File: src/rtl/flapjack_mem_arb.sv
// ---------------------------------------------------------------------------
// flapjack_mem_arb
//
// Two-port round-robin arbiter in front of a single-port-per-direction BRAM
// with a registered read path. Port A is the core, port B the loader/debug
// port. One transaction is accepted per cycle; writes are issued to the BRAM
// the cycle after acceptance, reads return data two cycles after acceptance.
//
// Ports:
//   clk_sys           system clock, all flops rising-edge
//   rst_n             asynchronous active-low reset
//   a_req/a_we        port A request / write-enable
//   a_addr/a_wdata    port A address / write data
//   a_gnt             port A accept (combinational)
//   a_rvalid/a_rdata  port A read-data-valid / read data
//   b_*               same set for port B
//   mem_addr_read     BRAM read address (registered)
//   mem_addr_write    BRAM write address (registered)
//   mem_word_write    BRAM write data (registered)
//   mem_strobe        BRAM write enable (registered, one cycle per write)
//   mem_word_read     BRAM read data, valid one cycle after mem_addr_read
// ---------------------------------------------------------------------------
module flapjack_mem_arb #(
    parameter int WIDTH = 16,
    parameter int ADDRW = 16
) (
    input  logic             clk_sys,
    input  logic             rst_n,

    input  logic             a_req,
    input  logic             a_we,
    input  logic [ADDRW-1:0] a_addr,
    input  logic [WIDTH-1:0] a_wdata,
    output logic             a_gnt,
    output logic             a_rvalid,
    output logic [WIDTH-1:0] a_rdata,

    input  logic             b_req,
    input  logic             b_we,
    input  logic [ADDRW-1:0] b_addr,
    input  logic [WIDTH-1:0] b_wdata,
    output logic             b_gnt,
    output logic             b_rvalid,
    output logic [WIDTH-1:0] b_rdata,

    output logic [ADDRW-1:0] mem_addr_read,
    output logic [ADDRW-1:0] mem_addr_write,
    output logic [WIDTH-1:0] mem_word_write,
    output logic             mem_strobe,
    input  logic [WIDTH-1:0] mem_word_read
);

    typedef enum logic {
        PORT_A = 1'b0,
        PORT_B = 1'b1
    } port_e;

    port_e             last_gnt;
    port_e             last_gnt_next;

    logic              accept;
    logic              sel_we;
    logic [ADDRW-1:0]  sel_addr;
    logic [WIDTH-1:0]  sel_wdata;

    logic              tag1_valid;
    port_e             tag1_port;
    logic              tag2_valid;
    port_e             tag2_port;

    // Grant decision. A lone requester always wins; under contention the
    // port that did not win last time is chosen. Grants are forced low while
    // reset is held so nothing can be accepted before the first edge after
    // release.
    always_comb begin
        a_gnt = 1'b0;
        b_gnt = 1'b0;
        if (rst_n) begin
            if (a_req && (!b_req || last_gnt == PORT_B)) begin
                a_gnt = 1'b1;
            end else if (b_req) begin
                b_gnt = 1'b1;
            end
        end
    end

    // Mux the winning port's request fields onto a single internal bus.
    always_comb begin
        accept    = a_gnt || b_gnt;
        sel_we    = b_gnt ? b_we    : a_we;
        sel_addr  = b_gnt ? b_addr  : a_addr;
        sel_wdata = b_gnt ? b_wdata : a_wdata;
    end

    // Pointer next-state: only moves when a transaction is actually accepted.
    always_comb begin
        last_gnt_next = last_gnt;
        if (a_gnt) begin
            last_gnt_next = PORT_A;
        end else if (b_gnt) begin
            last_gnt_next = PORT_B;
        end
    end

    // Pointer register. Resetting to B makes A the winner of the first
    // contention after reset.
    always_ff @(posedge clk_sys or negedge rst_n) begin
        if (!rst_n) begin
            last_gnt <= PORT_B;
        end else begin
            last_gnt <= last_gnt_next;
        end
    end

    // Write issue stage: an accepted write becomes a single-cycle strobe in
    // the following cycle. Address and data only change on a write so the
    // BRAM side sees stable values between writes.
    always_ff @(posedge clk_sys or negedge rst_n) begin
        if (!rst_n) begin
            mem_strobe     <= 1'b0;
            mem_addr_write <= '0;
            mem_word_write <= '0;
        end else begin
            mem_strobe <= accept && sel_we;
            if (accept && sel_we) begin
                mem_addr_write <= sel_addr;
                mem_word_write <= sel_wdata;
            end
        end
    end

    // Read address register: loaded on an accepted read and held otherwise.
    // A write accepted one cycle earlier reaches the BRAM on the same edge
    // this address is captured, so the BRAM lookup on the next edge already
    // sees the new word.
    always_ff @(posedge clk_sys or negedge rst_n) begin
        if (!rst_n) begin
            mem_addr_read <= '0;
        end else if (accept && !sel_we) begin
            mem_addr_read <= sel_addr;
        end
    end

    // Two-stage owner tag pipeline, matching the address register plus the
    // BRAM's own output register. Each stage records whether a read is in
    // flight and which port owns it, so responses come back in order.
    always_ff @(posedge clk_sys or negedge rst_n) begin
        if (!rst_n) begin
            tag1_valid <= 1'b0;
            tag1_port  <= PORT_A;
            tag2_valid <= 1'b0;
            tag2_port  <= PORT_A;
        end else begin
            tag1_valid <= accept && !sel_we;
            tag1_port  <= b_gnt ? PORT_B : PORT_A;
            tag2_valid <= tag1_valid;
            tag2_port  <= tag1_port;
        end
    end

    // Read return: the BRAM word is broadcast to both ports and only the
    // owner of the head tag sees rvalid.
    always_comb begin
        a_rvalid = tag2_valid && (tag2_port == PORT_A);
        b_rvalid = tag2_valid && (tag2_port == PORT_B);
        a_rdata  = mem_word_read;
        b_rdata  = mem_word_read;
    end

endmodule

File: config.mk
export PLATFORM = sky130hd
export DESIGN_NAME = flapjack_mem_arb
export DESIGN_NICKNAME = d
export VERILOG_FILES = /design/src/rtl/flapjack_mem_arb.sv
export SDC_FILE = /design/constraint.sdc
export NUM_CORES = 1
export LEC_CHECK = 0
export BUFFER_PORTS_ARGS = -buffer_cell sky130_fd_sc_hd__buf_2
export CAP_MARGIN = 30
export CELL_PAD_IN_SITES_DETAIL_PLACEMENT = 0
export CELL_PAD_IN_SITES_GLOBAL_PLACEMENT = 1
export CORE_MARGIN = 8
export CORE_UTILIZATION = 33
export CTS_BUF_LIST = sky130_fd_sc_hd__clkbuf_8
export DETAILED_ROUTE_END_ITERATION = 10
export PLACE_DENSITY = 0.89
export RECOVER_POWER = 25
export SYNTH_ARGS = -nofsm -noshare
export SYNTH_HDL_FRONTEND = slang
export SYNTH_SLANG_ARGS = --single-unit
File: constraint.sdc
create_clock -name clk_sys -period 2.2 [get_ports clk_sys]
set_input_delay 0.11 -clock clk_sys [delete_from_list [all_inputs] [get_ports clk_sys]]
set_output_delay 0.11 -clock clk_sys [all_outputs]
set_load 0.05 [all_outputs]
==> results.yml <==
status:
  status: "completed"
layout:
  fin_nets: 389
  multiInputGateArea_sq_um: 1090
  regArea_sq_um: 1350
  fin_util: 0.407
  drive_gt1_frac: 0.618
  fillCellCount: 807
  synthToLayoutAreaGrowth_pct: 19.3
  antenna_cells: 0
synth:
  syn_avg_cell_area_sq_um: 13.2
  synthTopCellsByCount: "53 x dfrtp_1, 35 x buf_4, 30 x mux2_4"
  synth_ff_type: "dfrtp_1"
  ys_types: 20
  ys_seq_area_frac: 0.482
  ys_warn_count: 0
  syn_nets: 299
  synthDominantCellAreaShare: 0.473
  synth_edf_count: 0
  synth.cell_area_sq_um: 2810
  yosys.area.top_type: "dfrtp_1"
  yosysMostFrequentCell: "dfrtp_1"
  synth.top_cells.by_area: "dfrtp_1 47%, mux2_4 16%, buf_4 9.4%"
  synth.ff_latch_count: 54
  async_flop_share: 1.00
  syn_inst: 213
global_routing:
  grt_pass1_vias: 2022
  grt_max_degree: 50
  antenna_found_initial: 0
  grt_pass1_wl_mm: 10.5
  grt.total_usage: 0.113
  gr-total-overflow: 0
timing:
  max_freq_mhz: 515
  skew_ps: 5.37
  fin_ws_ps: 260
  maxSlewViolCount: 0
  hold_violations: 0
  rsz0062_at_grt: "false"
  min_period_over_period: 0.882
  finalSetupTns_ps: 0
  worstMarginPinSlew_ps: 476
  finalCriticalPeriod_ps: 1940
  relSlewSlack: 0.683
  setup_viol: 0
cts:
  clockBufferDepth: 2
  clk_latency_ps: 300
  cts-buffers-inserted: 5
  clkSinkCount: 54
  clkSlewWorstSetupHoldPaths_ps: 90
  htree_levels: 2
  cts_tree: "built"
  cts_resized: 0
  cts_root_buf: "clkbuf_8"
place:
  io_buffer_count: 122
  gp_congestion: 0.671
  dp.final_hpwl_mm: 5.16
  dp_slack_ps: 444
die:
  fp.dieH_um: 108
  ios: 171
  rows: 33
  die_w_um: 108
  start_util: 0.341
  die-area_sq_um: 11700
  core_area_sq_um: 8220
route:
  finalWirelength_mm: 6.67
  routedWlPerCell_um: 16.3
  first_pass_iters: 4
  drc: 0
  vias: 1916
  drtAntennaViolNets: 0
  first_iter_violations: 60
  avgViaCountPerCell: 4.68
worst_setup_path:
  cp-start-kind: "register"
  slowest_delay_ps: 570
  critPathSlowestCell: "dfstp_2"
  cp-startpoint: "last_gnt"
  cp.required_ps: 2090
  critPathKind: "reg2out"
  arrival_ps: 1830
  timing.rr.start: "last_gnt"
  crit_path_max_fanout: 21
  path_cells: "a21boi_2 > nand2_4 > buf_4 > inv_1 > buf_2"
  endpoint_kind: "primary output"
power_and_ir_drop:
  seq_power_share: 0.380
  p_sw_frac: 0.456
  combPwrFrac: 0.470
  switching_power_mw: 1.63
  ir_drop_v: 0.000346
  finalPower_mw: 3.59
  power_density_nw_per_um2: 1070
  p_leak_nw: 1.81
  clock_power_share: 0.150
  p_int_mw: 1.95
hold_path:
  hp-class: "in2reg"
  hold_start: "a_req"
run:
  cap_violations: 0
## worst paths after layout
kind / slack (ps) / endpoint / cells past startpoint
min: 40 / last_gnt / 2
min reg2reg: 360 / tag2_valid / 0
max in group asynchronous: 1330 / last_gnt / 3
max reg2reg: 450 / mem_addr_write[15] / 4
max: 260 / b_gnt / 5
min in group asynchronous: 510 / mem_addr_read[8] / 3
## cells in the final DEF (no fill, tap or decap)
cell	synthesis	layout
and3_1	1	1
clkinv_2	0	1
clkinv_4	0	1
a21boi_2	1	1
a31oi_1	17	17
dfrtp_1	53	53
a21oi_1	17	17
dlygate4sd3_1	0	1
and2_1	1	1
a32o_2	1	1
nand2b_1	2	2
inv_1	5	6
buf_2	2	121
clkbuf_8	0	5
nor2b_1	1	1
mux2i_1	16	16
mux2_2	18	18
mux2_4	30	30
dfstp_2	1	1
a32oi_1	1	1
nand2_4	2	2
buf_4	35	7
## power by group through the flow
stage	sequential, mW	clock, mW	combinational, mW
6_report	1.36	0.538	1.69
4_1_cts	1.37	0.567	1.71
2_1_floorplan	2.21	0	0.603
5_1_grt	1.40	0.606	1.78
3_3_place_gp	1.37	0	1.68
3_5_place_dp	1.39	0	1.71
## what timing repair did
action | in CTS | in global routing
setup buffers | 0 | 0
endpoints found under the hold margin | 53 | 0
hold buffers | 1 | 0
## logic make-up (layout without fill, tap and decap cells)
kind of cell,count (synthesis),count (layout),synth area share
multiplexers,64,64,0.290
flip-flops,54,54,0.482
buffers and inverters,51,142,0.129
AO/OA/AOI/OAI,37,37,0.0794
AND/OR/NAND/NOR,7,7,0.0192
## through the flow
| step | instance area [sq um] | instances | hold slack [ps] |
|---|---|---|---|
| 2_1_floorplan | 2810 | 213 | -186 |
| 3_3_place_gp | 3250 | 400 | 221 |
| 3_5_place_dp | 3250 | 400 | 221 |
| 4_1_cts | 3350 | 409 | 17.8 |
| 5_1_grt | 3350 | 409 | 29.1 |
| 6_report | 3350 | 409 | 37.4 |
## critical path, delay by kind of cell, from the launching register on
family | cells | cell delay (ps)
AOI/OAI and AO/OA | 1 | 90
buffers and inverters | 3 | 550
DFF | 1 | 570
and+or+nand+nor | 1 | 320
## layer usage
metal  part of all wire  vias up  GRT usage
met2               0.47       80      0.177
met3              0.083        5     0.0369
li1                   -      900          -
met1               0.44      931      0.148
met4             0.0060        0     0.0297
met5                  0        -          0
## cell type report
class	instances	area share
Clock buffer	5	0.0206
Clock inverter	3	0.00523
Inverter	5	0.00561
Multi-Input combinational cell	108	0.326
Sequential cell	54	0.404
Tap cell	105	0.0393
Timing Repair Buffer	129	0.200
## flip-flops by register name (all words and copies together) (netlist names)
signal          count
mem_strobe          1
last_gnt            1
tag2_valid          1
mem_word_write     16
tag1_port           1
mem_addr_read      16
tag1_valid          1
mem_addr_write     16
tag2_port           1
Note: power is estimated with default switching activity, not from simulation.
